$ cat config.mk
export PLATFORM = sky130hd
export DESIGN_NAME = eeg_chip_dat_unpacker
export DESIGN_NICKNAME = d
export VERILOG_FILES = /design/src/rtl/eeg_chip_dat_unpacker.sv
export SDC_FILE = /design/constraint.sdc
export NUM_CORES = 1
export LEC_CHECK = 0
export ABC_CLOCK_PERIOD_IN_PS = 2700
export CORE_MARGIN = 3
export CORE_UTILIZATION = 29
export CTS_CLUSTER_DIAMETER = 200
export DETAILED_ROUTE_END_ITERATION = 10
export PLACE_DENSITY = 0.52
export SKIP_LAST_GASP = 1
export SYNTH_ARGS = -nofsm -noshare
export SYNTH_HDL_FRONTEND = slang
export SYNTH_SLANG_ARGS = --single-unit
$ cat constraint.sdc
create_clock -name clk -period 2.7 [get_ports clk]
set_input_delay 0.27 -clock clk [delete_from_list [all_inputs] [get_ports clk]]
set_output_delay 0.27 -clock clk [all_outputs]
set_load 0.05 [all_outputs]
$ cat src/rtl/eeg_chip_dat_unpacker.sv
// Chip-side ingress stage. Splits command beats onto a single-entry cmd register and
// packs data beats into RATIO-lane words queued in a small FIFO.
module eeg_chip_dat_unpacker #(
    parameter int DW         = 8,
    parameter int RATIO      = 4,
    parameter int FIFO_DEPTH = 4,
    localparam int CNT_W     = $clog2(RATIO + 1)
) (
    input  logic                  clk,
    input  logic                  rst,
    input  logic                  chip_dat_vld,
    input  logic                  chip_dat_lst,
    input  logic                  chip_dat_cmd,
    input  logic [DW-1:0]         chip_dat_dat,
    output logic                  chip_dat_rdy,
    output logic                  cmd_vld,
    output logic [DW-1:0]         cmd_dat,
    input  logic                  cmd_rdy,
    output logic                  pkt_vld,
    output logic                  pkt_lst,
    output logic [CNT_W-1:0]      pkt_cnt,
    output logic [RATIO*DW-1:0]   pkt_dat,
    input  logic                  pkt_rdy,
    output logic [15:0]           pkt_num
);

    // state | meaning
    // IDLE  | lane counter at 0, no partial word held
    // FILL  | partial word holds lanes 0..lane_q-1, waiting for lane lane_q
    typedef enum logic {
        IDLE = 1'b0,
        FILL = 1'b1
    } pack_state_t;

    localparam int LANE_W = (RATIO > 2) ? $clog2(RATIO) : 1;
    localparam int AW     = (FIFO_DEPTH > 2) ? $clog2(FIFO_DEPTH) : 1;

    pack_state_t           state_q;
    logic [LANE_W-1:0]     lane_q;
    logic [RATIO*DW-1:0]   part_q;
    logic [RATIO*DW-1:0]   word_next;

    logic                  cmd_vld_q;
    logic [DW-1:0]         cmd_dat_q;

    logic [RATIO*DW-1:0]   fifo_dat [FIFO_DEPTH];
    logic                  fifo_lst [FIFO_DEPTH];
    logic [CNT_W-1:0]      fifo_cnt [FIFO_DEPTH];
    logic [AW:0]           wr_ptr;
    logic [AW:0]           rd_ptr;
    logic [15:0]           pkt_num_q;

    logic                  fifo_full;
    logic                  fifo_empty;
    logic                  acc_beat;
    logic                  acc_cmd;
    logic                  acc_data;
    logic                  word_done;
    logic                  push;
    logic                  pop;
    logic [CNT_W-1:0]      push_cnt;

    assign fifo_full  = (wr_ptr[AW] != rd_ptr[AW]) && (wr_ptr[AW-1:0] == rd_ptr[AW-1:0]);
    assign fifo_empty = (wr_ptr == rd_ptr);

    // No bypass: a full FIFO refuses data even if the head is popped this cycle.
    assign chip_dat_rdy = !rst && (chip_dat_cmd ? (!cmd_vld_q || cmd_rdy) : !fifo_full);

    assign acc_beat  = chip_dat_vld && chip_dat_rdy;
    assign acc_cmd   = acc_beat && chip_dat_cmd;
    assign acc_data  = acc_beat && !chip_dat_cmd;
    assign word_done = chip_dat_lst || (lane_q == LANE_W'(RATIO - 1));
    assign push      = acc_data && word_done;
    assign pop       = !rst && !fifo_empty && pkt_rdy;
    assign push_cnt  = CNT_W'(lane_q) + CNT_W'(1);

    // Lanes above the current one stay zero because part_q is cleared after each push.
    always_comb begin
        word_next = part_q;
        word_next[lane_q*DW +: DW] = chip_dat_dat;
    end

    always_ff @(posedge clk) begin
        if (rst) begin
            state_q <= IDLE;
            lane_q  <= '0;
            part_q  <= '0;
        end else if (acc_data) begin
            case (state_q)
                IDLE: begin
                    if (word_done) begin
                        part_q <= '0;
                    end else begin
                        state_q <= FILL;
                        lane_q  <= LANE_W'(1);
                        part_q  <= word_next;
                    end
                end
                FILL: begin
                    if (word_done) begin
                        state_q <= IDLE;
                        lane_q  <= '0;
                        part_q  <= '0;
                    end else begin
                        lane_q <= lane_q + LANE_W'(1);
                        part_q <= word_next;
                    end
                end
                default: begin
                    state_q <= IDLE;
                    lane_q  <= '0;
                    part_q  <= '0;
                end
            endcase
        end
    end

    // A reload in the same cycle as a consume keeps the register occupied.
    always_ff @(posedge clk) begin
        if (rst) begin
            cmd_vld_q <= 1'b0;
            cmd_dat_q <= '0;
        end else if (acc_cmd) begin
            cmd_vld_q <= 1'b1;
            cmd_dat_q <= chip_dat_dat;
        end else if (cmd_vld_q && cmd_rdy) begin
            cmd_vld_q <= 1'b0;
        end
    end

    always_ff @(posedge clk) begin
        if (rst) begin
            wr_ptr <= '0;
            rd_ptr <= '0;
            for (int i = 0; i < FIFO_DEPTH; i++) begin
                fifo_dat[i] <= '0;
                fifo_lst[i] <= 1'b0;
                fifo_cnt[i] <= '0;
            end
        end else begin
            if (push) begin
                fifo_dat[wr_ptr[AW-1:0]] <= word_next;
                fifo_lst[wr_ptr[AW-1:0]] <= chip_dat_lst;
                fifo_cnt[wr_ptr[AW-1:0]] <= push_cnt;
                wr_ptr <= wr_ptr + (AW+1)'(1);
            end
            if (pop) begin
                rd_ptr <= rd_ptr + (AW+1)'(1);
            end
        end
    end

    always_ff @(posedge clk) begin
        if (rst) begin
            pkt_num_q <= '0;
        end else if (pop && fifo_lst[rd_ptr[AW-1:0]]) begin
            pkt_num_q <= pkt_num_q + 16'd1;
        end
    end

    // Outputs are forced low for the whole reset interval, including its first cycle.
    assign cmd_vld = !rst && cmd_vld_q;
    assign cmd_dat = rst ? '0 : cmd_dat_q;
    assign pkt_vld = !rst && !fifo_empty;
    assign pkt_lst = !rst && fifo_lst[rd_ptr[AW-1:0]];
    assign pkt_cnt = rst ? '0 : fifo_cnt[rd_ptr[AW-1:0]];
    assign pkt_dat = rst ? '0 : fifo_dat[rd_ptr[AW-1:0]];
    assign pkt_num = rst ? '0 : pkt_num_q;

endmodule

==> reports/results.tsv <==
stage	metric	value	unit
final_layout	insertedDiodeCount	0	
route	first_pass_iters	6	
setup_path	reg2reg_depth	6	
synth	syn-num-nets	779	
cts	cts_tree	done	
final_layout	final_common_cell	nor2_1	
setup_path	worstReg2RegStart	lane_q[1]$_SDFFE_PP0P_	
hold_path	worstHoldEndpoint	cmd_dat_q[3]$_SDFFE_PP0P_	
route	initialDrtViolationCount	409	
pwr	swShare	0.240	
pwr	power_switching	1.77	mW
cts	htree_levels	1	
sta	skew	0.0170	ns
sta	maxSlewViolCount	0	
global_routing	grt_usage	0.138	
synth	synthCells	755	
cts	cts_setup_buffers	0	
setup_path	critPathKind	reg2out	
route	wl_per_cell	18.7	um
placed_design	gp_congestion	0.726	
setup_path	r2r_slack	0.32	ns
sta	setup_viol	0	
floorplan	placementRows	65	
synth	ys_seq_elements	212	
final_layout	fin_nets	869	
cts	path_clk_slew	0.06	ns
cts	clockBufferDepth	3	
pwr	comb_power_share	0.103	
setup_path	worstPathRequired	2.43	ns
synth	synth_warnings	0	
synth	synth-edff-count	144	
synth	synth_area	9480	um^2
cts	cts_made_buffers	24	
floorplan	start_util	0.297	
synth	synth_ff_type	edfxtp_1	
sta	period_share	0.922	
placed_design	port_buffers	77	
sta	worst_pin_slew	0.951	ns
route	drc	0	
final_layout	final_cell_count_no_fill	1297	
global_routing	first_global_vias	6372	
pwr	leakage	4.05	nW
floorplan	die_x	187	um
route	ant_nets	0	
route	vias	6134	
hold_path	worstHoldStart	rst	
setup_path	critPathCaptureType	output port	
route	wirelength	24.3	mm
route	vias_per_cell	4.73	
status	status	complete, no violations	
hold_path	worstHoldPathCells	2	
pwr	pwr-share-clk	0.409	
placed_design	placed_cells	1254	
setup_path	cpPeakStageDelay	0.56	ns
synth	ys_seq_area_frac	0.600	
cts	post_cts_resized	1	
setup_path	cp.arrival	2.22	ns
sta	fin_crit	2.49	ns
final_layout	drive_gt1_frac	0.191	
setup_path	path_cells	buf_12 -> mux4_2 -> nor2b_1 -> buf_4	
pwr	p_int	5.61	mW
sta	hold_viol_final	0	
sta	relSlewSlack	0.361	
synth	synth_cell_type_count	46	
final_layout	final_cell_mix	163 x nor2_1, 144 x edfxtp_1, 92 x nor2b_1	
sta	rsz0062_at_grt	false	
floorplan	ioPinCount	78	
sta	fmax	401	MHz
final_layout	fin_area	11500	um^2
floorplan	core_area	31900	um^2
floorplan	die-area	34900	um^2
placed_design	post_dp_cell_area	10800	um^2
setup_path	worstSetupStartpointType	flip-flop	
setup_path	rr_endpoint	fifo_dat[0][18]$_SDFFCE_PN0P_	
synth	ys_async_sr_fraction	0	
pwr	ir_drop	0.000378	V
final_layout	syn2layout_area_growth	21.3	%
run	maxCapViolCount	0	
global_routing	grt_overflow	0	
cts	clk_latency	0.51	ns
floorplan	dieHeight	187	um
global_routing	grt_max_degree	40	
cts	holdBufCountCts	0	
setup_path	cp_slowest_cell	mux4_2	
cts	clock-sinks	212	
global_routing	antenna_found_initial	0	
global_routing	grt_pass1_wl	38.0	mm
setup_path	crit_fanout	21	
hold_path	hold_class	in2reg	
sta	finalSetupTns	0	ns
pwr	p_per_area	642	nW/um^2
cts	root_buffer	clkbuf_16	
synth	avgSynthCellArea	12.6	um^2
placed_design	dp_hpwl	14.9	mm
pwr	power_frac_seq	0.488	
per-layer routing:
layer	vias to the layer above	global-route usage	routed length (um)	share of wire
li1	2916	-	-	-
met1	3067	0.187	11000	0.45
met2	128	0.236	12000	0.49
met3	23	0.0165	942	0.039
met4	0	0.0320	357	0.015
met5	-	0	0	0
worst max-delay path: cells and delay by family, from the launching register on:
family	cells	cell delay, ns
buffers and inverters	2	0.45
multiplexers	1	0.56
AND/OR/NAND/NOR	1	0.15
flip-flops	1	0.53
power by group through the flow:
| stage | Combinational (mW) | Clock, mW | Sequential [mW] |
|---|---|---|---|
| after floorplan | 0.524 | 0 | 3.65 |
| after global placement | 0.774 | 0 | 3.68 |
| after detailed placement | 0.774 | 0 | 3.68 |
| after CTS | 0.776 | 3.10 | 3.61 |
| after global routing | 0.811 | 3.24 | 3.62 |
| final | 0.758 | 3.02 | 3.61 |
cell usage after synthesis, types with 4 or more instances:
cell type / number / share of area
nand2_1: 12 / 0.0047
o31ai_1: 5 / 0.0040
nand2b_1: 7 / 0.0046
xor2_1: 4 / 0.0037
mux2i_1: 14 / 0.015
inv_1: 11 / 0.0044
clkbuf_1: 14 / 0.0055
edfxtp_1: 144 / 0.46
ha_1: 9 / 0.012
buf_4: 4 / 0.0032
nor3_1: 4 / 0.0021
mux4_2: 36 / 0.085
nor2b_1: 92 / 0.061
buf_2: 22 / 0.012
nand3_1: 8 / 0.0042
o2bb2ai_1: 32 / 0.030
nor2_1: 164 / 0.065
mux2_2: 9 / 0.011
buf_6: 4 / 0.0047
dfxtp_1: 68 / 0.14
o21ai_0: 4 / 0.0021
or3_1: 4 / 0.0026
nor4b_2: 4 / 0.0063
nor4_1: 7 / 0.0046
a21oi_1: 39 / 0.021
worst max path at each step:
| stage | from | end | slack [ns] | depth (start not counted) |
|---|---|---|---|---|
| CTS | flip-flop | pkt_cnt[1] | 0.13 | 4 |
| global route | lane_q[1]$_SDFFE_PP0P_ | fifo_dat[2][20]$_SDFFCE_PN0P_ | 0.08 | 6 |
| global placement | lane_q[1]$_SDFFE_PP0P_ | fifo_dat[0][22]$_SDFFCE_PN0P_ | 0.32 | 6 |
| floorplan | wr_ptr[1]$_SDFFE_PP0P_ | fifo_cnt[0][0]$_SDFFCE_PN0P_ | 0.16 | 6 |
| finish | flip-flop | pkt_cnt[1] | 0.21 | 4 |
| detailed placement | chip_dat_vld | lane_q[0]$_SDFFE_PP0P_ | 0.26 | 7 |
registers in the layout, indices dropped and copies added, names as in the netlist, named ones only:
name and count:
cmd_dat_q 8, cmd_vld_q 1, fifo_cnt 12, fifo_dat 128
fifo_lst 4, lane_q 2, part_q 32, pkt_num_q 16
rd_ptr 3, state_q 1, wr_ptr 3
metrics by stage:
| step | total power, mW | utilization | setup slack (ns) | hold WS, ns |
|---|---|---|---|---|
| global route | 7.67 | 0.361 | 0.0775 | 0.135 |
| floorplan | 4.17 | - | 0.160 | 0.414 |
| CTS | 7.49 | 0.361 | 0.126 | 0.113 |
| detailed placement | 4.45 | 0.338 | 0.263 | 0.439 |
| global placement | 4.45 | 0.338 | 0.317 | 0.437 |
| finish | 7.39 | 0.361 | 0.209 | 0.132 |
logic make-up (layout without fill, tap and decap cells):
kind of cell,after synthesis,in the layout,synth area share
compound gates,90,90,0.0656
xor+xnor,7,7,0.00805
fa+ha+maj,9,9,0.0119
buf+inv,56,163,0.0298
flops,212,212,0.600
mux,59,59,0.111
simple gates,322,322,0.174
final cells by class:
cell class	instances	area [um^2]
sequential	212	5690
fill	3160	20400
timing repair buffer	109	976
inverter	11	41.3
tap	435	544
multi-input combinational	487	3520
clock buffer	36	697
clock inverter	7	31.3
(Power assumes the default switching activity.)
